===== src/rtl/hazard_pkg.sv =====
// Shared types for the load-use hazard controller: FSM states, output priority
// classes and the decode from a priority class to pipeline control strobes.
package hazard_pkg;

  localparam int REG_X0 = 0;

  typedef enum logic {
    RUN      = 1'b0,
    LU_STALL = 1'b1
  } haz_state_t;

  typedef enum logic [1:0] {
    PRI_PASS  = 2'd0,
    PRI_STALL = 2'd1,
    PRI_FLUSH = 2'd2,
    PRI_HOLD  = 2'd3
  } haz_pri_t;

  typedef struct packed {
    logic pc_write;
    logic if_id_write;
    logic id_ex_bubble;
    logic if_id_flush;
    logic pipe_hold;
  } haz_ctrl_t;

  // Memory wait beats a branch flush, which beats a load-use stall.
  function automatic haz_pri_t haz_priority(input logic hold, input logic flush,
                                            input logic stall);
    haz_pri_t p;
    p = PRI_PASS;
    if (hold)       p = PRI_HOLD;
    else if (flush) p = PRI_FLUSH;
    else if (stall) p = PRI_STALL;
    return p;
  endfunction

  function automatic haz_ctrl_t haz_decode(input haz_pri_t p);
    haz_ctrl_t c;
    c = '0;
    case (p)
      PRI_HOLD: c.pipe_hold = 1'b1;
      PRI_FLUSH: begin
        c.pc_write     = 1'b1;
        c.if_id_write  = 1'b1;
        c.id_ex_bubble = 1'b1;
        c.if_id_flush  = 1'b1;
      end
      PRI_STALL: c.id_ex_bubble = 1'b1;
      default: begin
        c.pc_write    = 1'b1;
        c.if_id_write = 1'b1;
      end
    endcase
    return c;
  endfunction

endpackage


===== src/rtl/haz_src_match.sv =====
// Combinational compare of the ID/EX load destination against every decode
// source, ignoring x0 and sources the instruction does not actually read.
module haz_src_match #(
  parameter int REG_AW  = 5,
  parameter int NUM_SRC = 2
) (
  input  logic                      mem_read,
  input  logic [REG_AW-1:0]         rd,
  input  logic [NUM_SRC*REG_AW-1:0] rs,
  input  logic [NUM_SRC-1:0]        rs_used,
  output logic                      match
);
  import hazard_pkg::*;

  logic hit;

  always_comb begin
    hit = 1'b0;
    for (int i = 0; i < NUM_SRC; i++) begin
      if (rs_used[i] && (rs[i*REG_AW +: REG_AW] == rd)) hit = 1'b1;
    end
    match = mem_read && (rd != REG_AW'(REG_X0)) && hit;
  end

endmodule


===== src/rtl/hazard_stall_ctrl.sv =====
// Load-use hazard controller: stalls IF/ID for LOAD_LAT cycles, freezes on a
// data-memory wait and lets branch flushes squash pending stalls.
// Optional perf counters are built when HAZ_PERF_CNT_EN is defined.
module hazard_stall_ctrl #(
  parameter int REG_AW   = 5,
  parameter int NUM_SRC  = 2,
  parameter int LOAD_LAT = 1,
  parameter int CNT_W    = 3
) (
  input  logic                      clk,
  input  logic                      reset_n,
  input  logic                      id_ex_mem_read,
  input  logic [REG_AW-1:0]         id_ex_rd,
  input  logic [NUM_SRC*REG_AW-1:0] if_id_rs,
  input  logic [NUM_SRC-1:0]        if_id_rs_used,
  input  logic                      mem_req,
  input  logic                      mem_ready,
  input  logic                      branch_taken,
  output logic                      pc_write,
  output logic                      if_id_write,
  output logic                      id_ex_bubble,
  output logic                      if_id_flush,
  output logic                      pipe_hold
`ifdef HAZ_PERF_CNT_EN
  ,
  output logic [31:0]               stall_cycles,
  output logic [31:0]               flush_count
`endif
);
  import hazard_pkg::*;

  haz_state_t       state;
  logic [CNT_W-1:0] cnt;
  logic             match;
  logic             hold;
  logic             stall_now;
  haz_pri_t         pri;
  haz_ctrl_t        ctrl;

  haz_src_match #(
    .REG_AW (REG_AW),
    .NUM_SRC(NUM_SRC)
  ) u_match (
    .mem_read(id_ex_mem_read),
    .rd      (id_ex_rd),
    .rs      (if_id_rs),
    .rs_used (if_id_rs_used),
    .match   (match)
  );

  // While reset is asserted the strobes show the pass pattern regardless of inputs.
  always_comb begin
    hold      = mem_req && !mem_ready;
    stall_now = ((state == RUN) && match) || (state == LU_STALL);
    pri       = haz_priority(hold, branch_taken, stall_now);
    ctrl      = reset_n ? haz_decode(pri) : haz_decode(PRI_PASS);
  end

  assign pc_write     = ctrl.pc_write;
  assign if_id_write  = ctrl.if_id_write;
  assign id_ex_bubble = ctrl.id_ex_bubble;
  assign if_id_flush  = ctrl.if_id_flush;
  assign pipe_hold    = ctrl.pipe_hold;

  // Matches arriving during LU_STALL are ignored: ID/EX already holds a bubble.
  always_ff @(posedge clk or negedge reset_n) begin
    if (!reset_n) begin
      state <= RUN;
      cnt   <= '0;
    end else if (pri != PRI_HOLD) begin
      if (pri == PRI_FLUSH) begin
        state <= RUN;
        cnt   <= '0;
      end else begin
        case (state)
          RUN: begin
            if (match && (LOAD_LAT > 1)) begin
              state <= LU_STALL;
              cnt   <= CNT_W'(LOAD_LAT - 1);
            end
          end
          LU_STALL: begin
            cnt <= cnt - CNT_W'(1);
            if (cnt == CNT_W'(1)) state <= RUN;
          end
          default: state <= RUN;
        endcase
      end
    end
  end

`ifdef HAZ_PERF_CNT_EN
  always_ff @(posedge clk or negedge reset_n) begin
    if (!reset_n) begin
      stall_cycles <= '0;
      flush_count  <= '0;
    end else begin
      if ((pri == PRI_STALL) && (stall_cycles != 32'hFFFF_FFFF))
        stall_cycles <= stall_cycles + 32'd1;
      if ((pri == PRI_FLUSH) && (flush_count != 32'hFFFF_FFFF))
        flush_count <= flush_count + 32'd1;
    end
  end
`endif

endmodule


===== config.mk =====
export PLATFORM = sky130hd
export DESIGN_NAME = hazard_stall_ctrl
export DESIGN_NICKNAME = d
export VERILOG_FILES = /design/src/rtl/hazard_pkg.sv /design/src/rtl/haz_src_match.sv /design/src/rtl/hazard_stall_ctrl.sv
export SDC_FILE = /design/constraint.sdc
export NUM_CORES = 1
export LEC_CHECK = 0
export CORE_AREA = 2 2 39 41
export DETAILED_ROUTE_END_ITERATION = 8
export DIE_AREA = 0 0 41 43
export HOLD_SLACK_MARGIN = 0.06
export PLACE_DENSITY_LB_ADDON = 0.05
export RECOVER_POWER = 25
export SYNTH_ARGS = -nofsm -noshare
export SYNTH_HDL_FRONTEND = slang
export SYNTH_SLANG_ARGS = --single-unit

===== constraint.sdc =====
create_clock -name clk -period 5.94 [get_ports clk]
set_clock_uncertainty 0.05 [all_clocks]
set_input_delay 1.782 -clock clk [delete_from_list [all_inputs] [get_ports clk]]
set_output_delay 1.782 -clock clk [all_outputs]
set_load 0.01 [all_outputs]

Yosys cells after proc, flatten, opt, wreduce, memory -nomap -nowiden
Cells that the tools add are included.
Widths: inputs -> output; s select.
{ "word_totals": {"ff_bits": 4, "inputBits": 23, "output_inout_bits": 5, "elab_cells": 39} }
{ "op_classes": {"addsub": 1, "n_eq_ne": 7, "mux": 15, "bitwise": 1, "reduce_logical": 13} }
{ "ops": {"columns": ["op", "count"], "rows": [
  ["$eq 5x5->1", 2],
  ["$mux 1", 9],
  ["$logic_and 1x1->1", 6],
  ["$mux 2", 3],
  ["$mux 3", 2],
  ["$mux 5", 1],
  ["$reduce_bool 5->1", 1],
  ["$eq 2x2->1 const B", 2],
  ["$reduce_or 2->1", 2],
  ["$eq 3x1->1 const B", 1],
  ["$sub 3x1->3 const B", 1],
  ["$eq 2x1->1 const B", 1],
  ["$ne 2x2->1 const B", 1],
  ["$reduce_and 2->1", 1],
  ["$reduce_bool 2->1", 1],
  ["$logic_not 1->1", 1],
  ["$logic_or 1x1->1", 1],
  ["$not 1->1", 1]
]} }

Longest topological paths before layout
Gate-level depths: netlist of run 1.
{ "depth": {"word_depth": 14, "ltp_mapped": 6, "mapped_depth_nobuf": 6} }

Cells and area by module
A second synthesis of run 1 with hierarchy kept.
{ "hier_totals": {"cells_unflattened": 48, "hier_area_um2": 432.9} }
{ "modules_own_cells": {"columns": ["mod", "instances", "cells_per_inst", "area_each_um2", "seq_area_each_um2"], "rows": [
  ["hazard_stall_ctrl", 1, 31, 299.0, 100.1],
  ["haz_src_match", 1, 17, 133.9, 0.0]
]} }

Least setup slack after synthesis of run 1
OpenSTA, ideal clock, no wires.
{ "synth_timing": {"path_type": "input -> output", "start": "in id_ex_rd[1]", "end": "out id_ex_bubble", "arrival_ps": 3031, "required_time_ps": 4108, "slack_ps": 1077, "path_stages": 5, "n_path_buf": 0, "cell_sequence": "or4_1 o21ai_0 o311ai_1 ha_1 and2_1"} }
{ "synth_between": {"elab_chain_len": 14, "elab_cells_between_ends": 19, "classes_between": "4 x eq/ne; 7 x mux; 8 x reduce/logical"} }
{ "synth_rtl": {"columns": ["element", "line", "rtl"], "rows": [
  ["start, declared", "hazard_stall_ctrl.sv:13", "input logic [REG_AW-1:0] id_ex_rd,"],
  ["$eq 5x5->1", "haz_src_match.sv:20", "if (rs_used[i] && (rs[i*REG_AW +: REG_AW] == rd)) hit = 1'b1;"],
  ["$logic_and 1x1->1", "haz_src_match.sv:20", null],
  ["$mux 1 (2 in a row)", "haz_src_match.sv:20", null],
  ["$logic_and 1x1->1 (*)", "haz_src_match.sv:22", "match = mem_read && (rd != REG_AW'(REG_X0)) && hit;"],
  ["$logic_and 1x1->1 (*)", "hazard_stall_ctrl.sv:54", "stall_now = ((state == RUN) && match) || (state == LU_STALL);"],
  ["$logic_or 1x1->1 (*)", "hazard_stall_ctrl.sv:54", null],
  ["$mux 1 (*)", "hazard_pkg.sv:34", "else if (stall) p = PRI_STALL;"],
  ["$mux 2 (*)", "hazard_pkg.sv:33", "else if (flush) p = PRI_FLUSH;"],
  ["$mux 2 (*)", "hazard_pkg.sv:32", "if (hold) p = PRI_HOLD;"],
  ["$eq 2x2->1 / $eq 2x1->1 (equally long branches)", "hazard_pkg.sv:41", "case (p)"],
  ["$reduce_or 2->1 (no line) (*)", null, null],
  ["$mux 1 (*)", "hazard_pkg.sv:41", null],
  ["$mux 5 (*)", "hazard_stall_ctrl.sv:56", "ctrl = reset_n ? haz_decode(pri) : haz_decode(PRI_PASS);"],
  ["end, declared", "hazard_stall_ctrl.sv:21", "output logic id_ex_bubble,"]
]} }
Mark *: on every way between the ends. The rest lies on a longest branch, timed or not.

Final worst setup path of run 1
{ "layout_timing": {"start": "in if_id_rs[5]", "end": "out pipe_hold"} }
{ "layout_between": {"elab_chain_len": 12} }
{ "layout_rtl": {"columns": ["element", "line", "rtl"], "rows": [
  ["start, declared", "hazard_stall_ctrl.sv:14", "input logic [NUM_SRC*REG_AW-1:0] if_id_rs,"],
  ["$eq 5x5->1", "haz_src_match.sv:20", null],
  ["$logic_and 1x1->1", "haz_src_match.sv:20", null],
  ["$mux 1", "haz_src_match.sv:20", null],
  ["$logic_and 1x1->1", "haz_src_match.sv:22", null],
  ["$logic_and 1x1->1", "hazard_stall_ctrl.sv:54", null],
  ["$logic_or 1x1->1", "hazard_stall_ctrl.sv:54", null],
  ["$mux 1", "hazard_pkg.sv:34", null],
  ["$mux 2", "hazard_pkg.sv:33", null],
  ["$mux 2", "hazard_pkg.sv:32", null],
  ["$eq 2x2->1", "hazard_pkg.sv:41", null],
  ["$mux 1", "hazard_pkg.sv:41", null],
  ["$mux 5", "hazard_stall_ctrl.sv:56", null],
  ["end, declared", "hazard_stall_ctrl.sv:23", "output logic pipe_hold"]
]} }
No other way between the ends.

==> impl_metrics.toml, run 1 <==
[placement]
place_inst = 95
io_buffers = 27
dpl.hpwl_microns = 942
place_congestion = 0.671

[synth]
yosysSeqAreaShare_pct = 22.9
synth_area_leaders = "dfrtp_1 23%, xor2_1 16%, ha_1 8.6%"
synth_area_sq_um = 437
synth_seq_cells = 4
synth.largest_area_cell = "dfrtp_1"
ys_warn_count = 0
synth_cell_types = 24
synth_nets = 80
syn_inst = 54
synth_area_per_cell_sq_um = 8.09
synth_top_area_share_pct = 22.9

[grt]
grt_util_met2_pct = 20.3
grtUsageMet1_pct = 18.8
grt_pass1_wl_microns = 1740
grtUsageMet3_pct = 2.62
gr-usage-all-layers_pct = 14.7
grt-busiest-layer = "met2"
grt-ovfl-total = 0
antenna_found_initial = 0
grt_start_max_net_pins = 11
grt_pass1_vias = 456

[pwr]
p_per_area_nw_per_um2 = 127
p_int_w = 0.0000713
power.leakage_nw = 0.333
p_switching_w = 0.0000240
vdd_drop_max_v = 0.0000580
swShare_pct = 25.2
p_seq_share_pct = 28.8
p_comb_share_pct = 36.3
pwr-share-clk_pct = 34.9

[final_layout]
layout.cells.non_filler = 98
finalNetCount = 110
drive_gt1_share_pct = 6.10
area_growth_pct = 71.9
fin_util_pct = 54.2
antenna_cells = 0

[clock_tree]
clk_pin_slew_ps = 40
worstSkewPairLatency_ps = 230
htree_levels = 1
cts_inserted_buffers = 3
cts-root-buf = "clkbuf_4"
cts.sinks = 4
cts_setup_buffers = 0
cts_tree = "done"
clock_path_buffers = 2

[sta]
finalMaxSlewViolations = 0
timing.fmax_mhz = 174
setup_viol = 0
hold_viol = 0
worst_slew_pin_slew_ps = 397
finalSetupTns_ps = 0
relSlewSlack_pct = 73.5
rsz0062_at_grt = "false"
final.period_utilization_pct = 96.9
period_minus_slack_ps = 5750

[run]
max-cap-violations = 0

[hold_path]
hold_class = "flip-flop to flip-flop"

[die]
initial_core_util_pct = 31.6
die-area_sq_um = 1760
pin_count = 28
die_height_microns = 43
coreArea_sq_um = 1380
rows = 14
die_w_microns = 41

[route]
totalWireLength_microns = 1190
routedWlPerCell_microns = 12.2
via_per_inst = 4.81
via_count = 471
drtPass1Iterations = 4
drc_errors = 0
ant_nets = 0
drtIter0Drc = 6

[setup_path]
end_kind = "output pin"
worstPathArrival_ps = 3920
critPathMaxFanout = 2
crit_path_start_kind = "input port"
worst-setup-path-type = "input port to output pin"
cp_data_required_time_ps = 4110

[outcome]
outcome = "completed"
[logic make-up after synthesis]
logic type	after synthesis	synth area share [%]
DFF	4	22.9
buffers and inverters	6	6.02
adders and majority gates	3	8.60
and+or+nand+nor	18	23.8
xor gates and xnor gates	10	20.1
AOI/OAI and AO/OA	13	18.6
[flip-flops by register name, summed over array words and instances, names as in the netlist]
| name | cells |
|---|---|
| cnt | 3 |
| state | 1 |
[metrics by stage]
| stage | hold slack (ps) | power, W | cell area [sq um] | setup slack, ps |
|---|---|---|---|---|
| 6_report | 432 | 0.0000953 | 751 | 186 |
| 5_1_grt | 478 | 0.000102 | 751 | 30.7 |
| 4_1_cts | 443 | 0.0000977 | 738 | 54.7 |
| 3_5_place_dp | 441 | 0.0000625 | 716 | 51.0 |
| 3_3_place_gp | 428 | 0.0000625 | 716 | 39.0 |
| 2_1_floorplan | 400 | 0.0000404 | 437 | 1080 |
[worst paths after layout]
check	startpoint	endpoint	slack (ps)	cells after the start
worst max register to register	state	state	4760	4
worst max-delay path	if_id_rs[5]	pipe_hold	190	8
worst min register to register	cnt[2]	cnt[2]	430	1
worst min-delay path	cnt[2]	cnt[2]	430	1
max in group asynchronous	reset_n	state	3700	1
min in group asynchronous	reset_n	cnt[0]	1860	1
[power groups by stage]
| stage | clock network [W] | registers, W | logic (W) |
|---|---|---|---|
| after global routing | 0.0000371 | 0.0000274 | 0.0000374 |
| after CTS | 0.0000354 | 0.0000274 | 0.0000349 |
| after floorplan | 0 | 0.0000278 | 0.0000127 |
| after global placement | 0 | 0.0000277 | 0.0000347 |
| final | 0.0000332 | 0.0000274 | 0.0000346 |
| after detailed placement | 0 | 0.0000277 | 0.0000347 |
[layer usage]
metal,vias to the layer above,part of all wire (%)
met5,-,0
met4,0,0.84
met3,2,7.3
met2,18,49
met1,208,43
li1,243,-
[repair_timing]
| item | in CTS | in global routing |
|---|---|---|
| resized for setup | 0 | 6 |
| hold buffers | 0 | 0 |
| setup endpoints to repair | 0 | 2 |
[area by class of cell]
class	instances	area [sq um]
fill	129	633
multi-input combinational	44	313
timing repair buffer	27	280
sequential	4	100
clock buffer	3	22.5
tap	16	20.0
inverter	4	15.0
[layout by cell type, fill, tap and decap left out, drive strengths merged, types with 2 or more instances in the layout]
cell,count
clkdlybuf4s50,22
xor2,8
o21ai,6
inv,4
nand2,4
dfrtp,4
dlymetal6s2s,4
a21oi,3
clkbuf,3
and2,3
ha,3
nor2b,2
nor2,2
xnor2,2
nand2b,2
nor4,2
[synthesized netlist by cell type]
library cell and count:
o311ai_1 1, xor2_1 8, clkbuf_1 1, buf_4 1
inv_1 4, nor4_1 1, nand2_1 4, nor4_2 1
and2_1 2, nor2b_1 2, and3_1 1, o41a_1 1
ha_1 3, o21ai_0 6, nand2b_1 2, a21oi_1 3
dfrtp_1 4, and2_0 1, a32oi_1 1, nor2_1 2
or4_1 1, nand3_1 1, o21a_1 1, xnor2_1 2
[critical path, cell delays in order]
cell	delay (ps)
clkdlybuf4s50_1	430
xor2_1	160
nor4_2	260
a32oi_1	140
o311ai_1	260
ha_2	240
and2_1	110
clkdlybuf4s50_1	530
Power figures use the tool's default switching activity.
==> run 2, diff against run 1 <==
--- a/config.mk
+++ b/config.mk
@@ -6,6 +6,7 @@
 export NUM_CORES = 1
 export LEC_CHECK = 0
 export CORE_AREA = 2 2 39 41
+export CTS_CLUSTER_SIZE = 16
 export DETAILED_ROUTE_END_ITERATION = 8
 export DIE_AREA = 0 0 41 43
 export HOLD_SLACK_MARGIN = 0.06
==> results of run 2 <==
Same layout as run 1: the final DEF is identical, and so are final timing and power.
==> RTL edit (settings of run 1) <==
Set the package constant `REG_X0` to 1 (it was 0).
--- a/src/rtl/hazard_pkg.sv
+++ b/src/rtl/hazard_pkg.sv
@@ -2,7 +2,7 @@
 // classes and the decode from a priority class to pipeline control strobes.
 package hazard_pkg;
 
-  localparam int REG_X0 = 0;
+  localparam int REG_X0 = 1;
 
   typedef enum logic {
     RUN      = 1'b0,
Formal check against the unedited RTL: not equivalent (a bounded check fails within 4 cycles, from zero or initial values and one cycle with reset_n low).
==> RTL edit against run 1 <==
Routed wire length is 6.5% lower. Highest routed layer unchanged. Cell area is 0.50% lower. Sequential cell count stayed put. Power is 0.59% higher. Via count is 0.42% lower. Area after synthesis is 0.57% higher. Largest cell class unchanged. Maximum frequency is 1.5% lower. Critical endpoint is now id_ex_bubble. Worst setup slack worse by 88 ps. Utilization is 0.27 points lower.
==> RTL edit: results (changes against run 1) <==
outcome=completed; worst setup path end=id_ex_bubble; relative slew slack=76.1% (+2.6 points); GR Layer Usage met3=3.14% (+0.52 points); HPWL Detailed=977 um (+3.7%); CP max stage delay=550 ps (+20 ps); delay-heaviest family, CP=buffers and inverters; Post-Place Setup Slack=41.6 ps (-9.37 ps); Synth top cells by count=8 x xor2_1, 6 x o21ai_0, 4 x dfrtp_1, 4 x inv_1, 4 x nand2_1; GR Util met1=17.1% (-1.7 points); Root Driver=clkbuf_4; Syn Nets=80 (unchanged); worst endpoint data arrival time=4010 ps (+90 ps); P per Cell Area=128 nW/um^2 (+1.1%); hold endpoint=cnt[1]; Pre-Repair DR Iteration Count=3 (-1); CP Max Fanout=3 (+1); IO buf count=27 (unchanged); VDD IR max=43.1 uV (-26%); Final WS setup=98.7 ps (-87.7 ps); synth top area cells=dfrtp_1 23%, xor2_1 16%, ha_1 8.5%; number of buffers created by CTS=3 (unchanged); Internal Pwr Total=0.0000719 W (+0.89%); number of global-route vias before repair=456 (unchanged); setup slack, reg-to-reg=4720 ps (-40 ps); FILL cells=148 (+15%); met2 GRT Util=22.8% (+2.5 points); Avg WL per Cell=11.4 um (-6.5%); dpl cell area=718 um^2 (+0.35%); Worst Setup SP=id_ex_rd[2]; leakage=0.295 nW (-11%); Hold Slack=438 ps (+5.29 ps); Seq/Total Area, Yosys=22.8% (-0.13 points); worst min-delay path startpoint=cnt[1]
RTL edit: cell count changes after synthesis, sizes merged:
cell / delta
or4: -1
or4b: +1
RTL edit: per-layer routing:
| metal | vias to the layer above | share of wire (%) | wire length (um) |
|---|---|---|---|
| met1 | 207 | 43 | 476 |
| li1 | 242 | - | - |
| met4 | 0 | 0.72 | 8 |
| met2 | 18 | 47 | 525 |
| met3 | 2 | 9.3 | 104 |
| met5 | - | 0 | 0 |
RTL edit: cells by family (layout without fill, tap and decap cells):
family                     count (synthesis)  count (layout)  share of synthesized area, %
DFF                                        4               4                          22.8
buffers and inverters                      6              34                          5.98
AOI/OAI and AO/OA                         13              13                          18.5
adders and majority gates                  3               3                          8.55
xor gates and xnor gates                  10              10                          19.9
and+or+nand+nor                           18              18                          24.2
RTL edit: layout make-up:
cell class                 count  area share [%]
multi-input combinational     44            42.7
sequential                     4            13.4
clock buffer                   3            3.02
inverter                       4            2.01
tap                           16            2.68
timing repair buffer          27            36.2
